<file path="config.mk">
export PLATFORM = sky130hd
export DESIGN_NAME = bus_arbiter
export DESIGN_NICKNAME = d
export VERILOG_FILES = /design/src/rtl/bus_arbiter.sv
export SDC_FILE = /design/constraint.sdc
export NUM_CORES = 1
export LEC_CHECK = 0
export CORE_AREA = 2 2 120 122
export CTS_CLUSTER_SIZE = 24
export DETAILED_ROUTE_END_ITERATION = 8
export DIE_AREA = 0 0 122 124
export SYNTH_ARGS = -nofsm -noshare
export SYNTH_HDL_FRONTEND = slang
export SYNTH_SLANG_ARGS = --single-unit
</file>
<file path="constraint.sdc">
create_clock -name clk -period 1.6 [get_ports clk]
set_input_delay 0.24 -clock clk [delete_from_list [all_inputs] [get_ports clk]]
set_output_delay 0.24 -clock clk [all_outputs]
set_load 0.01 [all_outputs]
</file>
<file path="src/rtl/bus_arbiter.sv">
// Two-master round-robin bus arbiter: registered grant, per-master burst limit, no idle cycle on handover.
// Optional watchdog that aborts a stalled transaction: define BUS_ARB_TIMEOUT_EN.
//
// state    | meaning
// ST_IDLE  | no owner; bus_en held low, next request (tie -> ~last) is granted
// ST_OWN   | master gid_q owns the controller port
module bus_arbiter #(
  parameter int BURST_MAX = 4,
  parameter int TIMEOUT   = 255
) (
  input  logic        clk,
  input  logic        reset,
  input  logic        m0_en,
  input  logic        m1_en,
  input  logic        m0_wr,
  input  logic        m1_wr,
  input  logic [1:0]  m0_size,
  input  logic [1:0]  m1_size,
  input  logic [31:0] m0_addr,
  input  logic [31:0] m1_addr,
  input  logic [31:0] m0_data_out,
  input  logic [31:0] m1_data_out,
  output logic [31:0] m0_data_in,
  output logic [31:0] m1_data_in,
  output logic        m0_wt,
  output logic        m1_wt,
  output logic        bus_en,
  output logic        bus_wr,
  output logic [1:0]  bus_size,
  output logic [31:0] bus_addr,
  output logic [31:0] bus_data_out,
  input  logic [31:0] bus_data_in,
  input  logic        bus_wt,
  output logic        gnt_valid,
  output logic        gnt_id,
  output logic        bus_err
);

  if (BURST_MAX < 1 || BURST_MAX > 15) begin : g_bad_burst
    $error("bus_arbiter: BURST_MAX must be in 1..15");
  end
  if (TIMEOUT < 1 || TIMEOUT > 255) begin : g_bad_timeout
    $error("bus_arbiter: TIMEOUT must be in 1..255");
  end

  localparam logic [4:0] BURST_LIM = 5'(BURST_MAX);

  typedef enum logic {ST_IDLE = 1'b0, ST_OWN = 1'b1} state_t;

  state_t     state_q, state_d;
  logic       gid_q, gid_d;
  logic       last_q, last_d;
  logic [3:0] bcnt_q, bcnt_d;

  logic own_en;
  logic oth_en;
  logic abort;
  logic complete;
  logic own;

  assign own    = (state_q == ST_OWN);
  assign own_en = gid_q ? m1_en : m0_en;
  assign oth_en = gid_q ? m0_en : m1_en;

`ifdef BUS_ARB_TIMEOUT_EN
  localparam logic [7:0] WDOG_LAST = 8'(TIMEOUT - 1);

  logic [7:0] wdog_q, wdog_d;

  // Abort fires in the TIMEOUT-th consecutive stalled cycle.
  assign abort = own && own_en && bus_wt && (wdog_q == WDOG_LAST);

  always_comb begin
    wdog_d = wdog_q;
    if (!own || !own_en || complete) begin
      wdog_d = '0;
    end else if (bus_wt) begin
      wdog_d = wdog_q + 8'd1;
    end
  end

  always_ff @(posedge clk or negedge reset) begin
    if (!reset) begin
      wdog_q <= '0;
    end else begin
      wdog_q <= wdog_d;
    end
  end
`else
  assign abort = 1'b0;
`endif

  assign complete = own && own_en && (!bus_wt || abort);
  assign bus_err  = abort;

  assign gnt_valid = own;
  assign gnt_id    = gid_q;

  always_comb begin
    bus_en       = 1'b0;
    bus_wr       = 1'b0;
    bus_size     = '0;
    bus_addr     = '0;
    bus_data_out = '0;
    if (own) begin
      if (gid_q) begin
        bus_en       = m1_en;
        bus_wr       = m1_wr;
        bus_size     = m1_size;
        bus_addr     = m1_addr;
        bus_data_out = m1_data_out;
      end else begin
        bus_en       = m0_en;
        bus_wr       = m0_wr;
        bus_size     = m0_size;
        bus_addr     = m0_addr;
        bus_data_out = m0_data_out;
      end
      if (abort) begin
        bus_en = 1'b0;
      end
    end
  end

  assign m0_wt = (own && !gid_q) ? (bus_wt && !abort) : 1'b1;
  assign m1_wt = (own &&  gid_q) ? (bus_wt && !abort) : 1'b1;

  assign m0_data_in = (abort && !gid_q) ? '0 : bus_data_in;
  assign m1_data_in = (abort &&  gid_q) ? '0 : bus_data_in;

  always_comb begin
    state_d = state_q;
    gid_d   = gid_q;
    last_d  = last_q;
    bcnt_d  = bcnt_q;
    case (state_q)
      ST_IDLE: begin
        if (m0_en || m1_en) begin
          state_d = ST_OWN;
          gid_d   = (m0_en && m1_en) ? !last_q : m1_en;
          bcnt_d  = '0;
        end
      end
      default: begin
        if (complete && oth_en && (({1'b0, bcnt_q} + 5'd1) == BURST_LIM)) begin
          gid_d  = !gid_q;
          last_d = gid_q;
          bcnt_d = '0;
        end else if (complete) begin
          if (bcnt_q != 4'hF) begin
            bcnt_d = bcnt_q + 4'd1;
          end
        end else if (!own_en) begin
          // Owner went idle (or dropped en mid-wait): release to the other master if it waits.
          last_d = gid_q;
          if (oth_en) begin
            gid_d  = !gid_q;
            bcnt_d = '0;
          end else begin
            state_d = ST_IDLE;
          end
        end
      end
    endcase
  end

  always_ff @(posedge clk or negedge reset) begin
    if (!reset) begin
      state_q <= ST_IDLE;
      gid_q   <= 1'b0;
      last_q  <= 1'b1;
      bcnt_q  <= '0;
    end else begin
      state_q <= state_d;
      gid_q   <= gid_d;
      last_q  <= last_d;
      bcnt_q  <= bcnt_d;
    end
  end

endmodule

</file>
### Word level (Yosys, flattened, before mapping)

Cells that the tools add are included.
W data, S select, Z words.

| storage, ports and cells | value |
|---|---|
| word-level logic and storage cells | 67 |
| input bits | 171 |
| bits in registers | 7 |

| operators by class | value |
|---|---|
| add/subtract/negate cells | 2 |
| equal/unequal tests | 10 |
| muxes and demuxes | 36 |
| reduce and logical (&&, ||, !) cells | 15 |

Operator list:

| cell | count |
|---|---|
| $mux W32 | 4 |
| $mux W4 | 7 |
| $mux W1 | 23 |
| $ne A4 B2 Y1 const B | 2 |
| $reduce_and A4 Y1 | 2 |
| $logic_and A1 B1 Y1 | 7 |
| $ne A3 B2 Y1 const B | 2 |
| $add A4 B1 Y5 const B | 1 |
| $eq A5 B3 Y1 const B | 1 |
| $add A4 B1 Y4 const B | 1 |
| $mux W2 | 2 |
| $ne A2 B1 Y1 const B | 2 |
| $ne A4 B1 Y1 const B | 1 |
| $ne A4 B4 Y1 const B | 1 |
| $logic_not A1 Y1 | 3 |
| $ne A3 B1 Y1 const B | 1 |
| $reduce_and A3 Y1 | 1 |
| $reduce_bool A2 Y1 | 1 |
| $logic_or A1 B1 Y1 | 1 |

### Depth between registers and ports, before layout

Gate-level depths: netlist of run 1.

| logic depth | value |
|---|---|
| depth in word-level cells | 7 |
| mapped depth | 5 |

### Worst setup path before layout of run 1

Ideal clock, no wire load.

| path | value |
|---|---|
| path type | register -> register |
| start | register bcnt_q[0] |
| end | register bcnt_q[0] |
| data required time | 1475 ps |
| arrival time | 1328 ps |
| clock period less this slack | 1453 ps |
| setup time | 125 ps |
| stages on the path, launching flop included | 6 |
| slack | 147 ps |
| cells stage by stage | dfrtp_1 > ha_1 > nor3b_4 > a211oi_2 > and2_1 > mux2_2 |

| on the way | value |
|---|---|
| cells in the longest elaborated chain, start to end | 5 |

Ends and longest elaborated chain:

| element | line | text |
|---|---|---|
| start: declaration | 53 | `logic [3:0] bcnt_q, bcnt_d;` |
| start signal: assignment | 177 | `bcnt_q <= bcnt_d;` |
| $add A4 B1 Y5 / $add A4 B1 Y4 (equally long branches) | 145, 151 |  |
| $eq A5 B3 Y1 / $mux W4 (equally long branches) | 145, 150 |  |
| $logic_and A1 B1 Y1 / $mux W4 (equally long branches) | 145, 149 |  |
| $ne A4 B2 Y1 (no line) (tied with other cells) | - |  |
| $reduce_and A4 Y1 (no line) / $mux W4 (equally long branches) | - |  |

Several ways; a longest one is shown, not always the timed one. The select of a mux whose other input is x is not followed.
A chain may end at the register's enable or synchronous reset.

### Worst setup path in the final report of run 1

| path | value |
|---|---|
| start | register gid_q, in the netlist gnt_id |
| end | register bcnt_q[2] |

| on the way | value |
|---|---|
| cells in the longest elaborated chain, start to end | 7 |

Ends and longest elaborated chain:

| element | line | text |
|---|---|---|
| start: declaration | 51 | `logic gid_q, gid_d;` |
| start signal: assignment | 175 | `gid_q <= gid_d;` |
| $mux W1 | 62 | `assign own_en = gid_q ? m1_en : m0_en;` |
| $logic_and A1 B1 Y1 (2 in series) | 93 | `assign complete = own && own_en && (!bus_wt \|\| abort);` |
| $logic_and A1 B1 Y1 (2 in series) | 145 | `if (complete && oth_en && (({1'b0, bcnt_q} + 5'd1) == BURST_LIM)) begin` |
| $ne A4 B2 Y1 (no line) (tied with other cells) | - |  |
| $reduce_and A4 Y1 (no line) / $mux W4 (equally long branches) | - |  |

Several ways; a longest one is shown, not always the timed one.

==> results.ini, run 1 <==
[outcome]
status=complete, but fails checks
violations=negative setup slack

[worst_setup_path]
rr_worst_depth=7
startpoint=gnt_id$_DFFE_PN0P_
cp_data_required_time_ps=1750
max_stage_delay_ps=510
r2r_setup_slack_ps=-210
reg2reg_from=gnt_id$_DFFE_PN0P_
worst_ep_arrival_time_ps=1960
cp-end-kind=register
worstPathMaxFanout=7
path_class=register to register
crit_top_cell=a21oi_2
cp-start-kind=register
worst_path_max_delay_cell=dfrtp_4
path_cells=buf_8 -> buf_16 -> mux2_4 -> a211oi_4 -> buf_4 -> a21oi_2 -> a21oi_2

[cts]
clkTransAtPathRegs_ps=30
clockBufferDepth=2
clock-root-buffer=clkbuf_16
cts_sinks=7
cts_tree=yes
clock_latency_ps=230
numCtsBuffers=3
h-tree-depth=1

[place]
routabilityCongestion=0.721
io_buffers=210
dp_slack_ps=-253
detailed_place.area_mm2=0.00391
dp_hpwl_um=6470

[run]
drv_cap=0

[grt]
grt_max_degree=38
overflow=0
grt_pass1_wl_um=12200
antenna_found_initial=0
grtUsageTotal_pct=10.5
grt_pass1_vias=2305

[timing]
fin_ws_ps=-208
setup_viol=67
finalCritPeriodShare_pct=113
max_freq_mhz=553
setup-tns-final_ps=-3290
fin_skew_ps=0.548
period_minus_slack_ps=1810
hold_violations=0
drv_slew=0
rsz0062_at_grt=true

[drt]
wl_per_cell_um=14.9
first_iter_violations=50
postRouteAntennaNets=0
routed_wirelength_um=9160
drc=0
vias=2434
first_pass_iters=4
avgViaCountPerCell=3.95

[synthesis]
yosysWarnings=0
synth_ff_type=dfrtp_1
synth_compound_area_share_pct=4.97
synthAdderAreaFrac_pct=0.638
yosys-top-cells-area=mux2i_1 34%, buf_4 28%, nor2_1 13%, dfrtp_1 7.7%, dfstp_2 1.3%
synth_top_family_by_area=multiplexers
synth.mux.area_fraction_pct=36.2
syn-num-nets=435
synth_cell_types=37
ys_seq_elements=7
avgSynthCellArea_um2=7.46
synth_area_mm2=0.00196
yosysTopAreaCell=mux2i_1
ys_async_sr_fraction_pct=100
synth_simple_gate_area_share_pct=19.4
synth-xor-area-share_pct=0
synth_top_area_share_pct=34.2
synth-edff-count=0
seq_area_frac_synth_pct=8.99
synthCells=263

[floorplan]
initial_core_util_pct=14.3
die_h_um=124
die_w_um=122
dieArea_mm2=0.0151
fp-row-count=43
pin_count=308
core-area_mm2=0.0137

[power_and_ir_drop]
ir_drop_v=0.000265
fin_total_pwr_w=0.00310
p_leak_nw=1.91
powerDensity_mw_per_mm2=759

[layout]
drive_gt1_share_pct=30.5
nets=609
fin_util_pct=29.7
finalInstanceArea_mm2=0.00408
antenna_cells=0
area_growth_pct=108

[hold_path]
hp-class=primary input to asynchronous set/reset pin

==> cells in the mapped netlist, drive strengths merged (2+ instances only) <==
cell type  instances
nand2              7
nand2b             2
buf               76
clkbuf             4
a21oi              4
inv                2
dfrtp              6
nand3              2
mux2               2
nor3b              2
mux2i             68
nor2              69
==> sequential cells by signal, summed over array words and instances, names as in the netlist <==
| name | count |
|---|---|
| gnt_valid | 1 |
| bcnt_q | 4 |
| gnt_id | 1 |
| last_q | 1 |
==> final cells by class <==
cell class	count	area [um2]
Fill cell	1507	9640
Tap cell	180	225
Sequential cell	7	180
Multi-Input combinational cell	174	1280
Clock buffer	4	78.8
Timing Repair Buffer	249	2300
Inverter	2	7.51
==> timing repair <==
item,4_1_cts,5_1_grt
gates cloned,8,0
resized for setup,302,13
setup endpoints to repair,73,76
hold buffers,0,0
buffers inserted,8,6
pin swaps,12,8
==> through the flow <==
stage / hold slack (ps) / std cells
global route: 302 / 616
floorplan: -55.6 / 263
finish: 272 / 616
CTS: 280 / 611
detailed placement: 480 / 591
global placement: 480 / 591
==> power by group <==
group          switching (W)  total [W]  leakage, nW  internal (W)
logic               0.000999    0.00243         1.78       0.00143
clock network      0.0000898   0.000421       0.0382      0.000331
registers          0.0000324   0.000247       0.0861      0.000214
total                0.00112    0.00310         1.91       0.00198
==> final timing paths <==
check	end
min in group clk	m0_data_in[24]
hold / removal	bcnt_q[0]$_DFFE_PN0P_
setup / recovery	bcnt_q[2]$_DFFE_PN0P_
hold reg to reg	bcnt_q[1]$_DFFE_PN0P_
max in group asynchronous	last_q$_DFFE_PN1P_
setup reg to reg	bcnt_q[2]$_DFFE_PN0P_
==> layer usage <==
layer | GRT usage [%] | share of wire (%) | wire length (um)
met1 | 11.2 | 36 | 3280
met2 | 19.2 | 49 | 4520
met3 | 3.25 | 12 | 1110
met4 | 4.17 | 2.7 | 250
met5 | 0 | 0 | 0
==> cell usage in the layout, fill, tap and decap left out, drive strengths merged, types with 2 or more instances in the layout <==
master	count
nor2	69
clkbuf	4
mux2i	68
mux2	2
clkdlybuf4s50	139
dfrtp	6
inv	2
buf	108
nor3b	2
nand2	7
a21oi	4
nand3	2
nand2b	2
==> worst max-delay path: cells and delay by family (launching register included) <==
kind,cells,cell delay [ps]
buf+inv,3,450
compound gates,3,450
flops,1,510
mux,1,310
==> logic make-up (layout without fill, tap and decap cells) <==
| kind of cell | Yosys count | in the layout |
|---|---|---|
| AO/OA/AOI/OAI | 13 | 13 |
| AND/OR/NAND/NOR | 89 | 89 |
| adder cells (fa/ha/maj) | 1 | 1 |
| flip-flops | 7 | 7 |
| buffers and inverters | 82 | 255 |
| other | 1 | 1 |
| multiplexers | 70 | 70 |
Power figures use the tool's default switching activity.
==> inputs of run 2 (changes only) <==
--- a/config.mk
+++ b/config.mk
@@ -5,7 +5,9 @@
 export SDC_FILE = /design/constraint.sdc
 export NUM_CORES = 1
 export LEC_CHECK = 0
+export CAP_MARGIN = 25
 export CORE_AREA = 2 2 120 122
+export CTS_CLUSTER_DIAMETER = 30
 export CTS_CLUSTER_SIZE = 24
 export DETAILED_ROUTE_END_ITERATION = 8
 export DIE_AREA = 0 0 122 124
==> results of run 2 <==
Final layout, timing and power as in run 1 (identical DEF).
==> inputs of run 3 (changes only) <==
==> config.mk (replaced) <==
export PLATFORM = sky130hd
export DESIGN_NAME = bus_arbiter
export DESIGN_NICKNAME = d
export VERILOG_FILES = /design/src/rtl/bus_arbiter.sv
export SDC_FILE = /design/constraint.sdc
export NUM_CORES = 1
export LEC_CHECK = 0
export CAP_MARGIN = 30
export CELL_PAD_IN_SITES_DETAIL_PLACEMENT = 0
export CELL_PAD_IN_SITES_GLOBAL_PLACEMENT = 2
export CORE_MARGIN = 1.5
export CORE_UTILIZATION = 10
export CTS_CLUSTER_DIAMETER = 30
export CTS_CLUSTER_SIZE = 24
export DETAILED_ROUTE_END_ITERATION = 8
export PLACE_DENSITY_LB_ADDON = 0.1
export SYNTH_ARGS = -nofsm -noshare
export SYNTH_HDL_FRONTEND = slang
export SYNTH_SLANG_ARGS = --single-unit
==> results.ini, run 3 (synthesis results as in run 1) <==
[outcome]
status=complete, but fails checks
violations=negative setup slack

[drt]
vias=2384  ; -2.1%
drc=0  ; unchanged
first_pass_iters=4  ; unchanged
avgViaCountPerCell=3.43  ; -13%
routed_wirelength_um=9340  ; +1.9%
postRouteAntennaNets=0  ; unchanged
first_iter_violations=36  ; -28%
wl_per_cell_um=13.4  ; -9.8%

[place]
routabilityCongestion=0.651  ; -9.7%
detailed_place.area_mm2=0.00403  ; +3.2%
dpl.cell_count=680  ; +15%
dp_hpwl_um=7170  ; +11%
dp_slack_ps=-301  ; -47.7 ps
io_buffers=210  ; unchanged

[floorplan]
core-area_mm2=0.0193  ; +41%
initial_core_util_pct=10.1  ; -4.2 points
die_w_um=143  ; +17%
pin_count=308  ; unchanged
dieArea_mm2=0.0205  ; +35%
fp-row-count=51  ; +19%
die_h_um=143  ; +15%

[worst_setup_path]
path_cells=buf_12 -> buf_6 -> mux2i_4 -> buf_6 -> a211oi_4 -> and2_4 -> mux2_2
crit_top_cell=buf_6
max_stage_delay_ps=510  ; about the same
worst_path_max_delay_cell=dfrtp_4
worstPathMaxFanout=5  ; -2
worst_ep_arrival_time_ps=1820  ; -140 ps
path_class=register to register
startpoint=gnt_id$_DFFE_PN0P_
cp-end-kind=register
cp_data_required_time_ps=1710  ; -40 ps
cp-start-kind=register
reg2reg_from=gnt_id$_DFFE_PN0P_

[layout]
drive_gt1_share_pct=31.1  ; +0.59 points
largest-register=bcnt_q
antenna_cells=0  ; unchanged
fill_cells=2202  ; +46%
register_area_um2=180  ; unchanged
finalNonFillerCells=696  ; +13%
multi_input_area_mm2=0.00132  ; +2.3%
fin_util_pct=21.3  ; -8.5 points
final_cell_mix=139 x clkdlybuf4s50_1, 69 x buf_2, 68 x nor2_1
final_common_cell=clkdlybuf4s50_1
nets=604  ; -0.82%
finalInstanceArea_mm2=0.00411  ; +0.67%
area_growth_pct=109
largest_register_ffs=4  ; unchanged

[cts]
cts_tree=yes
ctsHoldBuffers=0  ; unchanged
clock-root-buffer=clkbuf_16
numCtsBuffers=3  ; unchanged
h-tree-depth=1  ; unchanged
clkTransAtPathRegs_ps=30  ; about the same
clockBufferDepth=2  ; unchanged
cts_sinks=7  ; unchanged
clock_latency_ps=230  ; about the same

[power_and_ir_drop]
powerDensity_mw_per_mm2=709  ; -6.6%
switching_power_w=0.00107  ; -4.6%
ir_drop_v=0.000225  ; -15%
comb_power_share_pct=77.1  ; -1.4 points
p_int_w=0.00185  ; -6.7%
fin_total_pwr_w=0.00292  ; -5.9%
p_seq_share_pct=8.5  ; +0.5 points
p_leak_nw=1.85  ; -3.0%
swShare_pct=36.7  ; +0.53 points
p_clk_share_pct=14.4  ; +0.8 points

[run]
drv_cap=0  ; unchanged

[grt]
grt_pass1_wl_um=13200  ; +8.0%
grtUsageTotal_pct=8.32  ; -2.2 points
overflow=0  ; unchanged
grt_pass1_vias=2371  ; +2.9%
antenna_found_initial=0  ; unchanged
grt_max_degree=36  ; -5.3%

[timing]
drv_slew=0  ; unchanged
fin_skew_ps=0.681  ; +0.133 ps
hold_violations=0  ; unchanged
period_minus_slack_ps=1700  ; -103 ps
rsz0062_at_grt=true
max_freq_mhz=587  ; +6.0%
fin_ws_ps=-105  ; +103 ps
setup_viol=67  ; unchanged
finalCritPeriodShare_pct=107  ; -6.4 points

[hold_path]
hp-class=primary input to asynchronous set/reset pin

run 3: stage by stage:
step	TNS [ps]	hold WS [ps]
after detailed placement	-13350	480
after floorplan	0	-55.6
after global routing	-7250	309
after global placement	-12940	480
after CTS	-3630	297
final	-1800	286
run 3: critical path: cells and delay by family, from the launching register on:
kind                   cells  cell delay (ps)
buffers and inverters      3              430
DFF                        1              510
AOI/OAI and AO/OA          1               40
and+or+nand+nor            1              170
muxes                      2              450
run 3: power groups by stage:
stage	clock network, W	registers, W	logic, W
2_1_floorplan	0	0.000239	0.00114
3_3_place_gp	0	0.000252	0.00217
3_5_place_dp	0	0.000257	0.00215
4_1_cts	0.000426	0.000246	0.00225
5_1_grt	0.000438	0.000255	0.00244
6_report	0.000419	0.000248	0.00225
run 3: area by class of cell:
| type | count | area share [%] |
|---|---|---|
| clock buffers | 4 | 1.92 |
| inverters | 2 | 0.183 |
| multi-input cells | 174 | 32.0 |
| flip-flops and latches | 7 | 4.38 |
| well taps | 265 | 8.07 |
| repair buffers | 244 | 53.4 |
run 3: worst paths after layout:
kind                                         end  slack [ps]  depth (start not counted)
min in group clk                   m0_data_in[1]         480                          0
setup / recovery           bcnt_q[0]$_DFFE_PN0P_        -100                          7
max in group asynchronous     last_q$_DFFE_PN1P_        1010                          1
hold / removal             bcnt_q[1]$_DFFE_PN0P_         290                          1
hold reg to reg            bcnt_q[3]$_DFFE_PN0P_         660                          2
setup reg to reg           bcnt_q[0]$_DFFE_PN0P_        -100                          7
run 3: metal layers:
| layer | wire (um) | up-vias | GRT usage [%] |
|---|---|---|---|
| met2 | 4860 | 136 | 15.3 |
| met5 | 0 | - | 0 |
| met3 | 967 | 24 | 2.41 |
| li1 | - | 1152 | - |
| met1 | 3330 | 1072 | 9.13 |
| met4 | 176 | 0 | 2.55 |
run 3: timing repair:
| action | CTS | global route |
|---|---|---|
| pin swaps | 6 | 9 |
| buffers inserted | 6 | 3 |
| endpoints found under the hold margin | 0 | 0 |
| setup endpoints to repair | 75 | 76 |
| resized for setup | 306 | 23 |
| gates cloned | 3 | 1 |
